[config.mk]
export PLATFORM = sky130hd
export DESIGN_NAME = hex_window_scanner
export DESIGN_NICKNAME = d
export VERILOG_FILES = /design/src/rtl/hex_window_scanner.sv
export SDC_FILE = /design/constraint.sdc
export NUM_CORES = 1
export LEC_CHECK = 0
export BUFFER_PORTS_ARGS = -buffer_cell sky130_fd_sc_hd__buf_4
export CELL_PAD_IN_SITES_DETAIL_PLACEMENT = 1
export CELL_PAD_IN_SITES_GLOBAL_PLACEMENT = 1
export CORE_ASPECT_RATIO = 0.5
export CORE_MARGIN = 3
export CORE_UTILIZATION = 40
export CTS_BUF_LIST = sky130_fd_sc_hd__clkbuf_4
export CTS_CLUSTER_DIAMETER = 80
export CTS_CLUSTER_SIZE = 14
export DETAILED_ROUTE_END_ITERATION = 10
export GPL_TIMING_DRIVEN = 0
export PLACE_DENSITY_LB_ADDON = 0.1
export SLEW_MARGIN = 20
export SYNTH_ARGS = -nofsm -noshare
export SYNTH_HDL_FRONTEND = slang
export SYNTH_SLANG_ARGS = --single-unit
[constraint.sdc]
create_clock -name clk -period 2.7 [get_ports clk]
set_input_delay 0.27 -clock clk [delete_from_list [all_inputs] [get_ports clk]]
set_output_delay 0.27 -clock clk [all_outputs]
set_load 0.02 [all_outputs]
[src/rtl/hex_window_scanner.sv]
// Scans a NUM_DIGITS-wide strip of the world cell store, decodes each cell through the
// external 7-seg decoder and commits all digits to hex_flat on one edge. Optional: SCAN_TIMEOUT_EN.
module hex_window_scanner #(
  parameter int NUM_DIGITS     = 8,
  parameter int GRID_W         = 16,
  parameter int GRID_H         = 16,
  parameter int REFRESH_CYCLES = 500000
) (
  input  logic                                  clk,
  input  logic                                  rst,
  input  logic [$clog2(GRID_W)-1:0]             win_x,
  input  logic [$clog2(GRID_H)-1:0]             win_y,
  input  logic                                  scan_now,
  output logic                                  rd_req,
  output logic [$clog2(GRID_W*GRID_H)-1:0]      rd_addr,
  input  logic                                  rd_valid,
  input  logic [4:0]                            rd_data,
  output logic [4:0]                            cell_code,
  input  logic [6:0]                            seg_in,
  output logic [7*NUM_DIGITS-1:0]               hex_flat,
  output logic                                  busy,
  output logic                                  frame_done
);

  localparam int XW = $clog2(GRID_W);
  localparam int YW = $clog2(GRID_H);
  localparam int CW = $clog2(REFRESH_CYCLES);
  localparam int IW = (NUM_DIGITS > 1) ? $clog2(NUM_DIGITS) : 1;

  typedef enum logic [1:0] {IDLE, REQ, LATCH, COMMIT} state_t;

  state_t                  state_q, state_d;
  logic [CW-1:0]           cnt_q, cnt_d;
  logic [IW-1:0]           idx_q, idx_d;
  logic [XW-1:0]           ox_q, ox_d;
  logic [YW-1:0]           oy_q, oy_d;
  logic [4:0]              code_q, code_d;
  logic [7*NUM_DIGITS-1:0] shadow_q, shadow_d;
  logic [7*NUM_DIGITS-1:0] hex_q, hex_d;
  logic [XW-1:0]           col;
`ifdef SCAN_TIMEOUT_EN
  logic [7:0]              tmo_q, tmo_d;
`endif

  // Column wraps modulo GRID_W because the sum is truncated to XW bits; row stays fixed.
  assign col        = ox_q + XW'(idx_q);
  assign rd_addr    = {oy_q, col};
  assign rd_req     = (state_q == REQ);
  assign cell_code  = code_q;
  assign hex_flat   = hex_q;
  assign busy       = (state_q != IDLE);
  assign frame_done = (state_q == COMMIT);

  // NOTE: every variable gets a default before the case so no path can infer a latch.
  always_comb begin
    state_d  = state_q;
    cnt_d    = cnt_q;
    idx_d    = idx_q;
    ox_d     = ox_q;
    oy_d     = oy_q;
    code_d   = code_q;
    shadow_d = shadow_q;
    hex_d    = hex_q;
`ifdef SCAN_TIMEOUT_EN
    tmo_d    = tmo_q;
`endif
    case (state_q)
      IDLE: begin
        if (scan_now || cnt_q == CW'(REFRESH_CYCLES - 1)) begin
          state_d = REQ;
          idx_d   = '0;
          cnt_d   = '0;
          ox_d    = win_x;
          oy_d    = win_y;
`ifdef SCAN_TIMEOUT_EN
          tmo_d   = '0;
`endif
        end else begin
          cnt_d = cnt_q + 1'b1;
        end
      end
      REQ: begin
        if (rd_valid) begin
          code_d  = rd_data;
          state_d = LATCH;
        end
`ifdef SCAN_TIMEOUT_EN
        else if (tmo_q == 8'd254) begin
          // 255th silent cycle: mark the digit with the error glyph and move on.
          shadow_d[int'(idx_q)*7 +: 7] = 7'b0110110;
          tmo_d = '0;
          if (idx_q == IW'(NUM_DIGITS - 1)) begin
            state_d = COMMIT;
          end else begin
            idx_d   = idx_q + 1'b1;
            state_d = REQ;
          end
        end else begin
          tmo_d = tmo_q + 1'b1;
        end
`endif
      end
      LATCH: begin
        shadow_d[int'(idx_q)*7 +: 7] = seg_in;
`ifdef SCAN_TIMEOUT_EN
        tmo_d = '0;
`endif
        if (idx_q == IW'(NUM_DIGITS - 1)) begin
          state_d = COMMIT;
        end else begin
          idx_d   = idx_q + 1'b1;
          state_d = REQ;
        end
      end
      COMMIT: begin
        hex_d   = shadow_q;
        state_d = IDLE;
      end
      default: state_d = IDLE;
    endcase
  end

  // NOTE: sequential state uses non-blocking assignments so all flops update together.
  always_ff @(posedge clk) begin
    if (!rst) begin
      state_q <= IDLE;
      cnt_q   <= '0;
      idx_q   <= '0;
      ox_q    <= '0;
      oy_q    <= '0;
      code_q  <= '0;
      hex_q   <= '1;
`ifdef SCAN_TIMEOUT_EN
      tmo_q   <= '0;
`endif
    end else begin
      state_q <= state_d;
      cnt_q   <= cnt_d;
      idx_q   <= idx_d;
      ox_q    <= ox_d;
      oy_q    <= oy_d;
      code_q  <= code_d;
      hex_q   <= hex_d;
`ifdef SCAN_TIMEOUT_EN
      tmo_q   <= tmo_d;
`endif
    end
  end

  // NOTE: the shadow buffer has no reset; every entry is rewritten before a commit can read it.
  always_ff @(posedge clk) begin
    shadow_q <= shadow_d;
  end

endmodule
After elaboration in Yosys (flattened, before gate mapping). Cells that the tools add are included.

Register bits after elaboration: 149. Output and inout port bits: 72. Bits of input ports: 24. Word-level logic and storage cells: 40.

$mul: 1. Reduce and logical (&&, ||, !) cells: 8. Shift-type cells: 2. Mux-type cells: 9. $add $sub $neg: 4. Equal/unequal tests: 8.

Operator list (number): bitwise mux 56 bit (1); variable shift 7 x 33 -> 56 bit (first input constant) (1); indexed part select 7 x 33 -> 56 bit (1); negator 6 -> 33 bit (1); adder 19 x 1 -> 19 bit (second input constant) (1); == test 19 bit (second input constant) (1); 2-to-1 mux 19 bit (1); one-hot mux 2 bit (4 select lines) (1); multiplier 3 x 3 -> 6 bit (second input constant) (1); 2-to-1 mux 2 bit (3); 2-to-1 mux 3 bit (2); one-hot mux 3 bit (2 select lines) (1); AND reduction 2 bit (3); adder 4 x 3 -> 4 bit (1); == test 2 bit (second input constant) (2); inequality test 2 bit (second input constant) (2); nonzero test 2 bit (2); adder 3 x 1 -> 3 bit (second input constant) (1); == test 3 bit (second input constant) (1); AND reduction 3 bit (1); == test 2 x 1 -> 1 bit (second input constant) (1); zero test 2 bit (1); inequality test 2 x 1 -> 1 bit (second input constant) (1); logical OR 1 bit (1).

Longest topological paths before layout. Gate-level depths: netlist of the first run.

Word-level depth: 4. Depth in mapped cells: 7. Gate-level depth less buffers: 6.

Worst setup path before layout of the first run. No wires, ideal clock.

Path kind: register -> register. Start point: register idx_q[0] (netlist name). End point: register shadow_q[0], enable pin. Setup time: 0.326 ns. Required time: 2.374 ns. Path slack: 0.463 ns. Stages on the path, launching flop included: 6. Buffers on the path: 1. Period minus slack after synthesis: 2.237 ns. Data arrival time: 1.911 ns. Cells stage by stage: dfxtp_1 > clkbuf_1 > inv_1 > ha_1 > nor4_1 > and2_1.

RTL lines: end signal, assigned (line 152) `shadow_q <= shadow_d;`; end, declared (line 38) `logic [7*NUM_DIGITS-1:0] shadow_q, shadow_d;`.

==> flow_results.org, run 1 <==
** Run status
- Run status :: complete, no violations

** Setup path
- Walking the worst path, the cells encountered are clkbuf_2, inv_1, ha_1, nor3b_1, a21oi_1, nor3_4, and2_1.
- The critical path in this run is classified as reg2reg.
- Depth of the worst register-to-register path :: 7
- The worst setup path is captured at a register.
- Delay contributed by the slowest stage of the critical path :: 0.44 ns
- Startpoint types :: register
- The worst register-to-register path ends at shadow_q[34].
- In this run the worst path has a maximum fanout of 8.
- At the worst endpoint, the arrival time is 2.60 ns.
- In this run the critical register-to-register path is launched from idx_q[0].
- Worst Setup EP :: shadow_q[34]
- Crit path max-delay cell type :: sky130_fd_sc_hd__dfxtp_1
- Tracing the worst setup path back leads to its startpoint at idx_q[0].
- Data on the critical path is required at its endpoint by 2.88 ns.
- Across all register-to-register paths, the minimum setup slack is 0.28 ns.

** Global route
- Vias in the first global route :: 4756
- Sum of overflow across all layers after global routing :: 0
- Entering global routing, the biggest net connects 17 pins.
- The number of antenna violations at the first check in global routing came to 0.
- Across every metal layer, demand over resource in global routing totals 19.2%.
- The first global-routing pass estimated 24900 µm of wire.

** CTS
- CTS built an H-tree with a depth of 4.
- In this run the deepest clock path goes through 2 buffers.
- Number of setup buffers added after CTS :: 0
- Counting the buffers created by CTS gives 17.
- The cell sitting at the root of the clock tree is a sky130_fd_sc_hd__clkbuf_4.
- The tree built by TritonCTS fans out to 149 sinks.
- Clock tree from TritonCTS :: yes
- Clock transition time at the flip-flop clock pins of the worst setup and hold paths :: 0.13 ns
- Skew-Pair Late Insertion Delay :: 0.52 ns

** Logic synthesis
- Each instance of the synthesized netlist takes up on average 9.96 µm².
- Total standard cell area after synthesis :: 0.00597 mm²
- Warning count from the yosys run :: 0
- Count of distinct cell types in the synthesized netlist :: 46
- Share of the synthesized area in the top cell type :: 31.2%
- In this run, synthesis produced a sequential element count of 149.
- Of all flip-flops after synthesis, the portion carrying an async set or reset was 0%.
- Main area contributors after synthesis :: sky130_fd_sc_hd__dfxtp_1, sky130_fd_sc_hd__edfxtp_1, sky130_fd_sc_hd__nand2_1
- In the synthesized netlist, the number of instances is 599.
- The commonest cells after synthesis are sky130_fd_sc_hd__nand2_1, sky130_fd_sc_hd__dfxtp_1, sky130_fd_sc_hd__nand3_1.
- Syn nets :: 633
- Share of the yosys chip area belonging to registers :: 59.4%
- Post-synth EDFFs :: 56
- The most common cell in the synthesized netlist is sky130_fd_sc_hd__nand2_1.
- Primary FF master, synth :: sky130_fd_sc_hd__dfxtp_1
- The synthesized design spends more area on one cell type than any other, namely sky130_fd_sc_hd__dfxtp_1.

** Pwr
- Total power divided by cell area :: 566 mW/mm²
- Leakage dissipation :: 3.02 nW
- VDD sags by at most 311 µV.

** Final layout
- Cells fill 52.5% of the core in the end.
- Combined area of the multi-input logic cells :: 0.00228 mm²
- For this run, the post-layout net count is 759.
- Fillcell total :: 1609
- In the final layout, the share of cells above drive strength 1 is 19.4%.
- The sequential cells in the finished layout cover a total of 0.00354 mm².
- From synthesis to final layout, the design area changed by 23.6%.
- Final std cells w/o fill :: 931

** STA
- Total negative slack for setup checks :: 0 ns
- Highest clock frequency the design can meet :: 414 MHz
- The number of endpoints with negative hold slack in the final report was 0.
- Min Clock Period, post-route :: 2.42 ns
- Worst-Margin Slew :: 0.683 ns
- Final setup fails :: 0
- Clock skew on the completed layout was measured at 0.0252 ns.
- Number of slew-limit violations in the final report :: 0
- Final worst-path cycle share :: 89.5%
- Measured against its own limit, the worst slew margin works out to 54.3%.
- Setup repair after global routing left no endpoint under its margin.

** Drt
- In this run, the number of DRC markers left after iteration 0 of detailed routing was 217.
- For this run, design rule violations remaining after detail routing come to 0.
- Detailed-route vias per instance :: 5.04
- Once detail routing completed, the nets flagged for antenna violations numbered 0.
- DR pass1 iterations :: 5
- DR vias :: 4691
- Final Routed Wirelength :: 15100 µm
- Average detailed-routed wire length per instance :: 16.3 µm

** Floorplan
- Total die area :: 0.0165 mm²
- Count of boundary I/O pins :: 96
- The die is 92.4 µm tall.
- In this run the standard cell core region covers 0.0140 mm².
- The initial utilization of the core area, before any placement, comes to 42.5%.
- From left edge to right edge, the die measures 179 µm.
- Row count :: 30

** Placed design
- PortBufs :: 94
- Number of cells in the design after placement :: 885
- Once detailed placement completed, the half-perimeter wirelength came to 10600 µm.
- The congestion estimate from routability-driven global placement came to 0.783.

** Flow run
- Count of maximum capacitance violations :: 0

** Min path
- The path class of the tightest hold or removal check is in2reg.
where the power goes:
part / total, mW / internal [mW] / switching, mW / leakage (nW)
combinational: 0.324 / 0.133 / 0.190 / 1.58
clock: 1.48 / 0.589 / 0.887 / 0.157
sequential: 2.38 / 2.35 / 0.0234 / 1.28
total: 4.18 / 3.07 / 1.10 / 3.02
kinds of logic after synthesis:
logic type | after synthesis | share of synthesized area (%)
and+or+nand+nor | 346 | 27.9
DFF | 149 | 59.4
AOI/OAI and AO/OA | 38 | 4.57
buffers and inverters | 36 | 2.79
xor gates and xnor gates | 12 | 1.76
adders and majority gates | 10 | 2.22
muxes | 8 | 1.34
timing repair:
item | CTS | global route
hold buffers | 13 | 0
setup endpoints to repair | 14 | 14
hold endpoints to repair | 13 | 0
gates resized for setup | 2 | 4
critical path, delay by kind of cell (launching register included):
family	cells	cell delay [ns]
AND/OR/NAND/NOR	3	0.87
flip-flops	1	0.44
buffers and inverters	2	0.42
adder cells (fa/ha/maj)	1	0.25
AO/OA/AOI/OAI	1	0.12
flip-flops by register name, indices dropped and copies added (netlist names):
signal	flops
state_q	2
idx_q	3
oy_q	4
hex_flat	56
cnt_q	19
shadow_q	56
ox_q	4
cell_code	5
cell usage in the layout, fill, tap and decap left out, types with 2 or more instances in the layout:
cell type,Yosys,final
sky130_fd_sc_hd__or3_2,2,2
sky130_fd_sc_hd__or3_1,3,3
sky130_fd_sc_hd__buf_6,4,4
sky130_fd_sc_hd__a21oi_1,10,10
sky130_fd_sc_hd__and2_1,59,59
sky130_fd_sc_hd__buf_4,0,94
sky130_fd_sc_hd__a21boi_0,8,8
sky130_fd_sc_hd__o21ai_0,10,10
sky130_fd_sc_hd__dlygate4sd3_1,0,13
sky130_fd_sc_hd__nand2_1,156,156
sky130_fd_sc_hd__bufinv_16,0,2
sky130_fd_sc_hd__nand2b_1,4,4
sky130_fd_sc_hd__clkbuf_4,0,18
sky130_fd_sc_hd__dfxtp_1,93,93
sky130_fd_sc_hd__nor2b_1,3,3
sky130_fd_sc_hd__ha_1,9,9
sky130_fd_sc_hd__and4_1,3,3
sky130_fd_sc_hd__xor2_1,8,8
sky130_fd_sc_hd__mux2i_1,8,8
sky130_fd_sc_hd__inv_6,0,6
sky130_fd_sc_hd__clkinvlp_4,0,2
sky130_fd_sc_hd__or4_1,2,2
sky130_fd_sc_hd__nor3b_1,4,4
sky130_fd_sc_hd__xnor2_1,4,4
sky130_fd_sc_hd__clkinv_4,0,3
sky130_fd_sc_hd__nor2_1,22,22
sky130_fd_sc_hd__edfxtp_1,56,56
sky130_fd_sc_hd__clkbuf_1,23,22
sky130_fd_sc_hd__nand4_1,6,6
sky130_fd_sc_hd__o31ai_1,2,2
sky130_fd_sc_hd__nand3_1,69,69
sky130_fd_sc_hd__and3_1,2,2
sky130_fd_sc_hd__inv_1,7,7
per-stage QoR:
stage | total power, mW | worst slack [ns] | hold slack, ns | instance area (µm²)
floorplan | 2.59 | 0.463 | 0.412 | 5970
global placement | 2.73 | -0.124 | 0.440 | 6910
detailed placement | 2.73 | -0.221 | 0.446 | 6910
CTS | 4.23 | 0.0149 | 0.0386 | 7350
global route | 4.38 | 0.0185 | 0.0390 | 7370
finish | 4.18 | 0.283 | 0.0782 | 7370
per-layer routing:
metal  GRT usage, %  up-vias  routed length, µm  part of all wire [%]
li1               -     2289                  -                     -
met1           25.8     2277               7030                    46
met2           31.7      110               7120                    47
met3           4.71       15                886                   5.9
met4           3.82        0                114                  0.75
met5              0        -                  0                     0
worst min-delay path by stage:
stage	from	end	slack [ns]	cells after the start
2_1_floorplan	win_x[0]	ox_q[0]	0.41	2
3_3_place_gp	shadow_q[4]	hex_flat[4]	0.44	2
3_5_place_dp	shadow_q[0]	hex_flat[0]	0.45	2
4_1_cts	rd_valid	cell_code[1]	0.04	3
5_1_grt	rd_valid	cell_code[4]	0.04	3
6_report	rd_valid	cell_code[4]	0.08	3
final cells by class:
class	count	share of cell area, %
sequential	149	48.1
multi-input combinational	414	31.0
timing repair buffer	107	11.3
tap	192	3.26
clock inverter	14	2.24
buffer	28	1.87
clock buffer	18	1.83
inverter	8	0.407
antenna	1	0.0339
Note: power is estimated with default switching activity, not from simulation.
==> run 2: changes to the inputs <==
==> constraint.sdc (replaced) <==
create_clock -name clk -period 3 [get_ports clk]
set_input_delay 0.3 -clock clk [delete_from_list [all_inputs] [get_ports clk]]
set_output_delay 0.3 -clock clk [all_outputs]
set_load 0.02 [all_outputs]
==> run 2 against run 1 <==
Combinational power down 13%. Design area down 1.1%. Wire length down 1.3%. Clock power down 10%. Non-clock buffer count down 5. Power down 10%. Clock skew down 0.0015 ns. Sequential power down 10%. Hold slack worse by 0.037 ns.
==> flow_results.org, run 2 (synthesis gave the netlist of run 1 again) <==
** Run status
- Run status :: complete, no violations

** Drt
- Average detailed-routed wire length per instance :: 16.1 µm (-0.74%)
- Count of antenna-violating nets left after detailed routing :: 0 (unchanged)
- The overall via count from detail_route was 4646 (-0.96%).
- The detailed router's first-iteration violation count was 233 (+7.4%).
- DR pass1 iterations :: 4 (-1)
- The detailed-route vias per instance was 5.02 (-0.42%).
- Residual DRC count :: 0 (unchanged)
- The total wirelength of the detailed-routed design was 15000 µm (-1.3%).

** STA
- Total count of hold-check failures in the final report :: 0 (unchanged)
- The post-route clock skew came to 0.0237 ns (-0.00151 ns).
- The final period demand of the worst path came to 2.92 ns (+0.501 ns).
- Number of slew-limit violations in the final report :: 0 (unchanged)
- Setup repair after global routing missed its margin :: yes
- Total negative slack for setup checks :: 0 ns (unchanged)
- Highest clock frequency the design can meet :: 343 MHz (-17%)
- Final worst-path cycle share :: 97.3% (+7.8 points)
- The total of endpoints with negative setup slack in the final report came to 0 (unchanged).
- Worst slew slack as a fraction of its limit :: 31.9% (-22 points)
- Worst-Margin Slew :: 1.01 ns (+0.329 ns)

** Global route
- The remaining global-route overflow was 0 (unchanged).
- Gr usage total :: 18.8% (-0.41 points)
- The pin count of the biggest net entering global routing was 17 (unchanged).
- Wire length of the first global-routing pass :: 24400 µm (-2.0%)
- Number of antenna violations at the first check in global routing :: 0 (unchanged)
- The number of global-route vias before repair was 4649 (-2.2%).

** CTS
- Skew-Pair Late Insertion Delay :: 0.53 ns (about the same)
- TritonCTS built the clock tree.
- Root Buffer Master :: sky130_fd_sc_hd__clkbuf_4
- H-tree depth :: 4 (unchanged)
- CTS sink cnt :: 149 (unchanged)
- Clock transition time at the flip-flop clock pins of the worst setup and hold paths :: 0.13 ns (about the same)
- PostCTS Resize Cnt :: 0 (-2)
- Clock buffer count from CTS :: 17 (unchanged)
- Clock tree buffer depth :: 2 (unchanged)

** Final layout
- From synthesis to final layout, the design area changed by 22.3%.
- The final-layout fill cell count came to 1617 (+0.50%).
- The storage element area was 0.00354 mm² (unchanged).
- Most common library cell in the layout ignoring fill and taps :: sky130_fd_sc_hd__nand2_1
- The top cell types in the final layout, fill and taps aside, are sky130_fd_sc_hd__nand2_1, sky130_fd_sc_hd__buf_4, sky130_fd_sc_hd__dfxtp_1, sky130_fd_sc_hd__nand3_1, sky130_fd_sc_hd__and2_1.
- The cell area after layout came to 0.00729 mm² (-1.1%).
- The number of nets in the final layout came to 754 (-0.66%).
- The final core area utilization came to 52.0% (-0.55 points).
- Combined area of the multi-input logic cells :: 0.00226 mm² (-1.2%)
- Share of cells above drive strength 1 :: 19.1% (-0.28 points)

** Setup path
- Critical path required time :: 3.19 ns (+0.31 ns)
- The worst reg-to-reg path cell count came to 7 (unchanged).
- In this run the critical register-to-register path is captured at shadow_q[34].
- Reg2reg start :: idx_q[0]
- Arrival time reported for the critical path endpoint :: 3.11 ns (+0.51 ns)
- The critical path is of the reg2reg type.
- STA classifies the critical path endpoint as a register.
- The largest individual stage delay along the critical path comes from the cell sky130_fd_sc_hd__nor3_1.
- Critical Path, Cell by Cell :: clkbuf_1, inv_1, ha_1, nor3b_1, a21oi_1, nor3_1, and2_1
- STA classifies the critical path startpoint as a register.
- Tracing the worst setup path back leads to its startpoint at idx_q[0].
- The maximum fanout along the worst path came to 8 (unchanged).
- The most critical setup path has its endpoint at shadow_q[34].
- Reg2reg setup slack :: 0.08 ns (-0.20 ns)
- The delay of the slowest cell on the worst path was 0.71 ns (+0.27 ns).

** Placed design
- PortBufs :: 94 (unchanged)
- RePlAce Congestion :: 0.783 (unchanged)
- The half-perimeter wire length after placement is 10600 µm (unchanged).
- The standard cell area after detailed placement is 0.00691 mm² (unchanged).

** Floorplan
- Core area :: 0.0140 mm² (unchanged)
- Initial Util :: 42.5% (unchanged)
- The overall die width is 179 µm (unchanged).
- The number of top-level pins was 96 (unchanged).
- Total die area :: 0.0165 mm² (unchanged)
- The die height is 92.4 µm (unchanged).
- The number of placement rows is 30 (unchanged).

** Min path
- Worst Hold Path Cells :: 3 (unchanged)
- Hold crit path type :: in2reg

** Pwr
- The leakage power summed over all cells came to 2.99 nW (-1.0%).
- Maximum vdd ir drop :: 281 µV (-9.9%)
- Total power :: 3.75 mW (-10%)
- The power per standard cell area came to 514 mW/mm² (-9.2%).

** Flow run
- Count of maximum capacitance violations :: 0 (unchanged)
## run 2: metrics by stage
stage	instances	hold WS, ns	setup slack [ns]
floorplan	599	0.433	0.763
global placement	885	0.440	0.176
detailed placement	885	0.446	0.0791
CTS	917	0.0000940	0.0642
global route	925	0.00345	-0.207
finish	926	0.0415	0.0812
## run 2: worst min-delay path by stage
stage / startpoint / to
6_report: win_y[2] / oy_q[2]
5_1_grt: win_x[0] / ox_q[0]
4_1_cts: win_y[1] / oy_q[1]
3_5_place_dp: shadow_q[0] / hex_flat[0]
3_3_place_gp: shadow_q[4] / hex_flat[4]
2_1_floorplan: shadow_q[36] / hex_flat[36]
## run 2: area by class of cell
type	instances	area share [%]
Antenna cell	1	0.0343
Buffer	28	1.87
Clock buffer	18	1.85
Clock inverter	14	2.26
Inverter	8	0.412
Multi-Input combinational cell	414	30.9
Sequential cell	149	48.6
Tap cell	192	3.29
Timing Repair Buffer	102	10.8
## run 2: repair_timing
action                                  in CTS  in global routing
endpoints found under the setup margin       0                 14
buffers inserted                             0                  0
hold buffers                                 0                  8
endpoints found under the hold margin        0                  8
## run 2: worst max-delay path, delay by kind of cell (launching register included)
family                     cells  cell delay [ns]
and+or+nand+nor                3             1.33
adders and majority gates      1             0.26
DFF                            1             0.43
buffers and inverters          2             0.48
AOI/OAI and AO/OA              1             0.09
## run 2: per-layer routing
| metal | part of all wire [%] | track usage [%] | vias up | wire [µm] |
|---|---|---|---|---|
| met2 | 47 | 30.7 | 97 | 6960 |
| met4 | 0.49 | 3.43 | 0 | 74 |
| met5 | 0 | 0 | - | 0 |
| met1 | 48 | 25.7 | 2265 | 7120 |
| li1 | - | - | 2272 | - |
| met3 | 5.4 | 4.55 | 12 | 800 |
## run 2: where the power goes
group	internal (mW)	switching (mW)
Combinational	0.114	0.168
Sequential	2.12	0.0210
Clock	0.530	0.801
==> run 3: changes to the inputs <==
==> constraint.sdc (replaced) <==
create_clock -name clk -period 3 [get_ports clk]
set_input_delay 0.15 -clock clk [delete_from_list [all_inputs] [get_ports clk]]
set_output_delay 0.15 -clock clk [all_outputs]
set_load 0.02 [all_outputs]
==> run 3 against run 2 <==
Clock skew decreased by 0.00074 ns. Non-clock buffer count increased by 20. Sequential power about the same. Critical path depth decreased by 2. Count of clock-buffer cells in the layout unchanged. Die area unchanged. Critical path type unchanged. Sequential share of layout area decreased by 1.3 points. Hold slack improved by 0.39 ns. Wire length increased by 3.2%. Global-route usage increased by 0.80 points.
==> flow_results.org, run 3 (synthesis gave the netlist of run 1 again) <==
** Setup path
- Crit path kind :: reg2reg
- Startpoint types :: register
- The slack of the worst reg-to-reg path came to 0.08 ns (about the same).
- WP buf/inv :: 2 (unchanged)
- Critical path required time :: 3.19 ns (about the same)
- In this design, the largest share of critical-path delay is due to simple AND/OR/NAND/NOR gates.
- The worst reg-to-reg path cell count is 5 (-2).
- Reg2reg start :: idx_q[0]
- Critical Path, Cell by Cell :: clkbuf_1, inv_1, ha_1, nor4_1, and2_1
- STA classifies the critical path endpoint as a register.
- The delay of the slowest cell on the worst path came to 0.86 ns (+0.15 ns).
- Destination of the worst register-to-register timing path :: shadow_q[4]
- Critical path fanouts, max :: 8 (unchanged)
- Arrival time reported for the critical path endpoint :: 3.11 ns (about the same)
- Crit path max-delay cell type :: sky130_fd_sc_hd__nor4_1

** Placed design
- PortBufs :: 94 (unchanged)
- RePlAce Congestion :: 0.783 (unchanged)
- Hpwl dp :: 10600 µm (unchanged)

** Final layout
- # nets final :: 774 (+2.7%)
- The top cell types in the final layout, fill and taps aside, are sky130_fd_sc_hd__nand2_1, sky130_fd_sc_hd__buf_4, sky130_fd_sc_hd__dfxtp_1, sky130_fd_sc_hd__nand3_1, sky130_fd_sc_hd__and2_1.
- Post-synthesis to final-layout area growth :: 25.6%
- The fraction of layout cells with a size suffix above 1 came to 18.6% (-0.51 points).
- Most common library cell in the layout ignoring fill and taps :: sky130_fd_sc_hd__nand2_1

** Flow run
- Count of maximum capacitance violations :: 0 (unchanged)

** Floorplan
- The die height was 92.4 µm (unchanged).
- The total die area was 0.0165 mm² (unchanged).
- The number of placement rows came to 30 (unchanged).
- The core region area came to 0.0140 mm² (unchanged).
- The overall die width is 179 µm (unchanged).
- Initial Util :: 42.5% (unchanged)
- The number of top-level pins was 96 (unchanged).

** CTS
- The clock net sink count was 149 (unchanged).
- The clock-pin transition on the worst setup and hold timing paths came to 0.14 ns (about the same).
- The number of buffers added for setup after CTS was 0 (unchanged).
- Clock tree from TritonCTS :: yes
- The number of H-tree levels came to 4 (unchanged).
- The worst-case clock buffer depth came to 2 (unchanged).
- Skew-Pair Late Insertion Delay :: 0.52 ns (about the same)
- The total CTS buffers is 17 (unchanged).
- Root Buffer Master :: sky130_fd_sc_hd__clkbuf_4

** STA
- Final setup fails :: 0 (unchanged)
- The final critical-path share of the clock period is 97.4% (+0.10 points).
- The final period demand of the worst path is 2.92 ns (+0.00304 ns).
- Setup repair after global routing could not meet its margin everywhere.
- Worst-Margin Slew :: 1.02 ns (+0.0109 ns)
- Number of slew-limit violations in the final report :: 0 (unchanged)
- The total negative slack is 0 ns (unchanged).
- The number of endpoints with negative hold slack in the final report was 0 (unchanged).
- The post-route clock skew was 0.0229 ns (-0.000739 ns).
- Highest clock frequency the design can meet :: 342 MHz (-0.10%)
- The worst relative slew slack came to 31.1% (-0.74 points).

** Min path
- The worst hold path terminates at ox_q[1].
- The worst hold path depth was 4 (+1).
- In this run the worst hold path is classified as in2reg.
- In this run the most critical hold path is launched from win_x[1].

** Run status
- Run status :: complete, no violations

** Global route
- The global-route wire length before repair was 25400 µm (+4.2%).
- Sum of overflow across all layers after global routing :: 0 (unchanged)
- Vias in the first global route :: 4889 (+5.2%)
- The number of antenna violations at the first check in global routing is 0 (unchanged).
- The pin count of the biggest net entering global routing was 17 (unchanged).
- The overall fraction of global-route tracks in use is 19.6% (+0.80 points).

** Pwr
- The largest vdd supply drop was 280 µV (-0.32%).
- The total power came to 3.78 mW (+0.68%).
- Leakage dissipation :: 3.06 nW (+2.4%)
- The power per standard cell area came to 504 mW/mm² (-2.0%).

** Drt
- Detailed-route vias per instance :: 5.02 (+0.12%)
- The number of search-and-repair iterations in the first detailed-routing pass is 5 (+1).
- DRC violation total after the first TritonRoute iteration :: 254 (+9.0%)
- Count of antenna-violating nets left after detailed routing :: 0 (unchanged)
- Average detailed-routed wire length per instance :: 16.3 µm (+1.0%)
- DR vias :: 4752 (+2.3%)
- Final Routed Wirelength :: 15400 µm (+3.2%)
- The count of unresolved DRC violations after routing came to 0 (unchanged).
run 3: cell types whose count changed in the layout (fill, tap and decap cells not counted):
cell,previous run,this run
sky130_fd_sc_hd__dlygate4sd3_1,8,28
run 3: how the worst max path moves through the flow:
stage                     slack, ns  depth (start not counted)  startpoint           end
final                          0.08                          5    idx_q[0]   shadow_q[4]
after global routing          -0.21                          7    idx_q[0]  shadow_q[34]
after CTS                      0.06                          7    idx_q[0]  shadow_q[34]
after detailed placement       0.08                          7    idx_q[0]  shadow_q[28]
after global placement         0.18                          7    idx_q[0]  shadow_q[31]
after floorplan                0.76                          5    idx_q[0]   shadow_q[0]
run 3: worst register-to-register path: cells and delay by family, from the launching register on:
| kind | cells | cell delay (ns) |
|---|---|---|
| buffers and inverters | 2 | 0.48 |
| and+or+nand+nor | 2 | 1.29 |
| adders and majority gates | 1 | 0.40 |
| DFF | 1 | 0.43 |
run 3: report_power, final:
group          internal, mW  switching [mW]  total [mW]  leakage (nW)
registers              2.12          0.0210        2.14          1.28
logic                 0.130           0.174       0.303          1.62
clock network         0.530           0.805        1.33         0.157
total                  2.78            1.00        3.78          3.06
run 3: timing repair:
item	in CTS	in global routing
endpoints found under the setup margin	0	14
hold buffers	28	0
hold endpoints to repair	47	0
resized for setup	0	0
run 3: area by class of cell:
type	instances	area [µm²]
Antenna cell	1	2.50
Buffer	28	136
Clock buffer	18	135
Timing Repair Buffer	122	986
Clock inverter	14	165
Tap cell	192	240
Sequential cell	149	3540
Fill cell	1611	6540
Multi-Input combinational cell	414	2260
Inverter	8	30.0
run 3: stage by stage:
step,utilization [%],hold slack [ns],instance area [µm²],setup slack [ns],cells
5_1_grt,53.4,0.408,7490,-0.207,945
3_3_place_gp,49.2,0.410,6910,0.176,885
4_1_cts,53.4,0.404,7490,0.0642,945
6_report,53.4,0.435,7490,0.0782,946
3_5_place_dp,49.2,0.421,6910,0.0791,885
2_1_floorplan,-,0.292,5970,0.763,599
run 3: per-layer routing:
metal	GRT usage [%]	share of wire [%]
met5	0	0
met4	3.56	0.37
met3	4.55	5.0
met2	33.1	48
met1	26.0	46
